`src/rtl/hazard_controller.sv`:
```
// rtl/hazard_controller.sv - pipeline interlock, bypass select, branch flush and halt drain
// Optional forwarding is enabled by defining HAZARD_BYPASS_EN.
module hazard_controller (
  input  logic       clk,
  input  logic       rst,
  input  logic       decValid,
  input  logic [4:0] rs1Addr,
  input  logic [4:0] rs2Addr,
  input  logic [4:0] decRdAddr,
  input  logic       decWEnable,
  input  logic       decIsLoad,
  input  logic       decIsForwardable,
  input  logic       decIsHalt,
  input  logic       brTaken,
  output logic       isDataHazard,
  output logic [1:0] op1BypassCtrl,
  output logic [1:0] op2BypassCtrl,
  output logic       flush,
  output logic       fetchStall,
  output logic       halted
);

  typedef struct packed {
    logic       valid;
    logic [4:0] rd;
    logic       w_enable;
    logic       is_load;
    logic       is_fwd;
    logic       is_halt;
  } entry_t;

  typedef enum logic [1:0] {RUN, FLUSH, HALT_DRAIN, HALTED} state_t;

  entry_t ex_q, ex_d, mem_q, mem_d, wb_q, wb_d;
  state_t state_q, state_d;

  logic [2:0] hit1, hit2;
  logic       hazard_raw;
  logic       issue;
  logic       squash_ex;
  logic       halt_stall;
  logic       br;

  function automatic logic hit(entry_t e, logic [4:0] rs);
    return e.valid && e.w_enable && (e.rd == rs) && (rs != 5'd0);
  endfunction

  function automatic logic [1:0] youngest(logic [2:0] h);
    if (h[0])      return 2'd1;
    else if (h[1]) return 2'd2;
    else if (h[2]) return 2'd3;
    else           return 2'd0;
  endfunction

  // bit 0 = EX, bit 1 = MEM, bit 2 = WB
  always_comb begin
    hit1 = {hit(wb_q, rs1Addr), hit(mem_q, rs1Addr), hit(ex_q, rs1Addr)};
    hit2 = {hit(wb_q, rs2Addr), hit(mem_q, rs2Addr), hit(ex_q, rs2Addr)};
`ifdef HAZARD_BYPASS_EN
    op1BypassCtrl = youngest(hit1);
    op2BypassCtrl = youngest(hit2);
    hazard_raw    = decValid &&
                    (((hit1[0] || hit2[0]) && (ex_q.is_load || !ex_q.is_fwd)) ||
                     ((hit1[1] || hit2[1]) && mem_q.is_load));
`else
    op1BypassCtrl = 2'd0;
    op2BypassCtrl = 2'd0;
    hazard_raw    = decValid && ((hit1 | hit2) != 3'b000);
`endif
  end

  // Reset must silence flush even though brTaken feeds it combinationally.
  assign br = brTaken && rst;

  always_comb begin
    state_d      = state_q;
    flush        = 1'b0;
    isDataHazard = 1'b0;
    halted       = 1'b0;
    halt_stall   = 1'b0;
    issue        = 1'b0;
    squash_ex    = 1'b0;
    case (state_q)
      RUN: begin
        if (br) begin
          flush     = 1'b1;
          squash_ex = 1'b1;
          state_d   = FLUSH;
        end else begin
          isDataHazard = hazard_raw;
          issue        = decValid && !hazard_raw;
          if (issue && decIsHalt) state_d = HALT_DRAIN;
        end
      end
      FLUSH: begin
        flush   = 1'b1;
        state_d = RUN;
      end
      HALT_DRAIN: begin
        halt_stall = 1'b1;
        if (br && ex_q.valid && ex_q.is_halt) begin
          flush     = 1'b1;
          squash_ex = 1'b1;
          state_d   = FLUSH;
        end else if (mem_q.valid && mem_q.is_halt) begin
          state_d = HALTED;
        end
      end
      HALTED: begin
        halt_stall = 1'b1;
        halted     = 1'b1;
      end
      default: state_d = RUN;
    endcase
    fetchStall = isDataHazard || halt_stall;
  end

  always_comb begin
    ex_d = '0;
    if (issue) begin
      ex_d.valid    = 1'b1;
      ex_d.rd       = decRdAddr;
      ex_d.w_enable = decWEnable;
      ex_d.is_load  = decIsLoad;
      ex_d.is_fwd   = decIsForwardable;
      ex_d.is_halt  = decIsHalt;
    end
    mem_d = squash_ex ? '0 : ex_q;
    wb_d  = mem_q;
  end

  always_ff @(posedge clk or negedge rst) begin
    if (!rst) begin
      state_q <= RUN;
      ex_q    <= '0;
      mem_q   <= '0;
      wb_q    <= '0;
    end else begin
      state_q <= state_d;
      ex_q    <= ex_d;
      mem_q   <= mem_d;
      wb_q    <= wb_d;
    end
  end

endmodule
```
`config.mk`:
```
export PLATFORM = sky130hd
export DESIGN_NAME = hazard_controller
export DESIGN_NICKNAME = d
export VERILOG_FILES = /design/src/rtl/hazard_controller.sv
export SDC_FILE = /design/constraint.sdc
export NUM_CORES = 1
export LEC_CHECK = 0
export ABC_CLOCK_PERIOD_IN_PS = 4040
export CAP_MARGIN = 20
export CORE_MARGIN = 5
export CORE_UTILIZATION = 50
export CTS_BUF_LIST = sky130_fd_sc_hd__clkbuf_4
export CTS_CLUSTER_SIZE = 30
export DETAILED_ROUTE_END_ITERATION = 6
export GPL_ROUTABILITY_DRIVEN = 1
export PLACE_DENSITY = 0.84
export SLEW_MARGIN = 0
export SYNTH_ARGS = -nofsm -noshare
export SYNTH_HDL_FRONTEND = slang
export SYNTH_SLANG_ARGS = --single-unit
```
`constraint.sdc`:
```
create_clock -name clk -period 4.04 [get_ports clk]
set_input_delay 0.404 -clock clk [delete_from_list [all_inputs] [get_ports clk]]
set_output_delay 0.404 -clock clk [all_outputs]
set_load 0.02 [all_outputs]
```
==> results.yml <==
timing:
  clock_skew_ns: 0.00881
  timing.fmax_ghz: 0.317
  slew_viol_final: 0
  fin_ws_ns: 0.890
  min_period_ns: 3.15
  period_share_pct: 78.0
  hold_viol_final: 0
  relSlewSlack_pct: 62.6
  whs_ns: 0.397
  tightest_slew_ns: 0.556
  rsz0062_at_grt: "no"
  tns_ns: 0
  setup_violations: 0
cts:
  cts_tree: "yes"
  cts_hold_buf: 0
  cts_resized: 0
  clk_latency_ns: 0.32
  postCtsSetupBuffers: 0
  numCtsBuffers: 3
  h-tree-depth: 1
  cts_num_sinks: 25
  clk_path_buf_depth: 2
  clk_pin_slew_ns: 0.13
  cts_root_buffer: "clkbuf_4"
drt:
  drt-total-wl_um: 2660
  wl_per_cell_um: 14.1
  drc: 0
  detail-route-antenna-nets: 0
  via_per_inst: 5.36
  drtIter0Drc: 28
  drtPass1Iterations: 6
  vias: 1007
critical_path:
  slowest_delay_ns: 0.63
  r2r_cells: 6
  end_kind: "output pin"
  slowest_stage: "clkdlybuf4s50_1"
  worstSetupPathType: "input pin to output pin"
  cp.arrival_ns: 2.75
  timing.rr.start: "wb_q[7]"
  timing.critical_path.cells: "clkdlybuf4s50_1, xor2_1, nor3_1, nand4_1, a21oi_1, nor3_1, o21ai_0, clkdlybuf4s50_1"
  critPathBufInv: 2
  startpoint_type: "input pin"
  required_ns: 3.64
  r2r_end: "state_q[1]"
  ff2ff_setup_slack_ns: 2.06
  crit_family: "buffers and inverters"
  worstPathMaxFanout: 4
logic_synthesis:
  synth_cell_types: 22
  synth_top_area_share_pct: 46.7
  async_reset_ff_share_pct: 100
  syn_inst: 130
  yosysWarnings: 0
  synth_top_area_cell: "dfrtp_1"
  synth_most_common_cell: "dfrtp_1"
  syn_area_um2: 1340
  ys_top_cells_by_count: "dfrtp_1, xor2_1, xnor2_1"
  ys_ff_latch: 25
  yosys_most_used_dff: "dfrtp_1"
  synth.avg_cell_area_um2: 10.3
  yosysSeqAreaShare_pct: 46.7
  synth_edf_count: 0
  synthTopCellsByArea: "dfrtp_1, xor2_1, xnor2_1, ha_1, nor2b_1"
global_routing:
  use_met1_pct: 21.1
  grt_util_all_layers_pct: 16.2
  grt_pass1_wl_um: 4480
  grtUsageMet3_pct: 2.07
  grt_pass1_vias: 987
  grt_overflow: 0
  grt_use_met2_pct: 26.9
  busiest_layer: "met2"
  antenna_found_initial: 0
  grt_max_degree: 27
placement:
  routabilityCongestion: 0.790
  dpl.hpwl_um: 2170
  dp_slack_ns: 0.921
  io_buffers: 24
worst_hold_path:
  worstHoldStart: "mem_q[3]"
  hold_class: "flip-flop to flip-flop"
  min_path_cells: 0
  min_to: "wb_q[3]"
final_layout:
  syn2layout_area_growth_pct: 22.1
  layout-drive-gt1-share_pct: 5.06
  fin_nets: 186
  regArea_um2: 626
  diodes: 0
  multi_input_area_um2: 688
  fillerInstances: 202
die:
  rows: 18
  pin_count: 31
  fp.dieArea_um2: 3820
  start_util_pct: 53.1
  die_h_um: 61.8
  die_x_um: 61.8
  coreArea_um2: 2520
pwr:
  peakVddDrop_v: 0.000379
  power_density_nw_per_um2: 447
  p_leak_nw: 0.738
run_status:
  status: "finished clean"
job:
  drv_cap: 0
## sequential cells by signal (all words and copies together) (netlist names)
| name | flops |
|---|---|
| wb_q | 7 |
| mem_q | 8 |
| ex_q | 8 |
| state_q | 2 |
## kinds of logic after synthesis
family          after synthesis  share of synthesized area (%)
flops                        25                           46.7
buf+inv                       6                           2.80
compound gates                9                           4.29
xor+xnor                     30                           19.6
simple gates                 53                           20.7
mux                           2                           1.87
fa+ha+maj                     4                           3.73
other cells                   1                          0.280
## power by group
part | leakage, nW | switching (mW) | internal, mW
combinational | 0.384 | 0.150 | 0.150
sequential | 0.340 | 0.0314 | 0.287
clock | 0.0139 | 0.0749 | 0.0378
## worst max path at each step
stage                           from    endpoint  slack, ns  depth (start not counted)
after floorplan           rs1Addr[3]  fetchStall       2.00                          6
after global placement    rs1Addr[3]  fetchStall       0.97                          8
after detailed placement  rs1Addr[3]  fetchStall       0.92                          8
after CTS                 rs1Addr[3]  fetchStall       0.91                          8
after global routing      rs2Addr[2]  fetchStall       0.74                          8
final                     rs1Addr[3]  fetchStall       0.89                          8
## cell usage in the layout (no fill, tap or decap)
cell type,synthesis,routed
nand2_1,10,10
clkinvlp_4,0,1
a21oi_2,1,1
nand3_1,2,2
nor2_1,8,8
nor4_2,1,1
clkdlybuf4s50_1,0,24
conb_1,1,4
xnor2_1,12,12
o41a_1,1,1
mux2_4,1,1
and2_1,7,7
buf_4,4,1
mux2i_1,1,1
nand4_1,7,7
clkbuf_4,0,3
nor3_1,10,10
a21oi_1,4,4
dfrtp_1,25,25
ha_1,4,4
xor2_1,18,18
o21ai_0,1,1
inv_1,2,2
nor2b_1,8,8
a31oi_1,2,2
## layer usage
metal / routed length (um) / vias up
met5: 0 / -
met4: 43 / 0
met3: 119 / 5
met2: 1430 / 33
met1: 1070 / 485
li1: - / 484
## metrics by stage
| step | area, um2 | utilization (%) | total power [mW] | cells |
|---|---|---|---|---|
| final | 1640 | 64.9 | 0.731 | 188 |
| after global routing | 1640 | 64.9 | 0.779 | 188 |
| after CTS | 1640 | 64.9 | 0.736 | 188 |
| after detailed placement | 1610 | 63.7 | 0.624 | 184 |
| after global placement | 1610 | 63.7 | 0.608 | 184 |
| after floorplan | 1350 | - | 0.525 | 133 |
## area by class of cell
class,instances,area share (%)
clock inverters,1,0.459
clock buffers,3,1.38
repair buffers,25,15.1
well taps,30,2.29
inverters,2,0.459
multi-input cells,102,42.0
flip-flops and latches,25,38.2
Note: power is estimated with default switching activity, not from simulation.
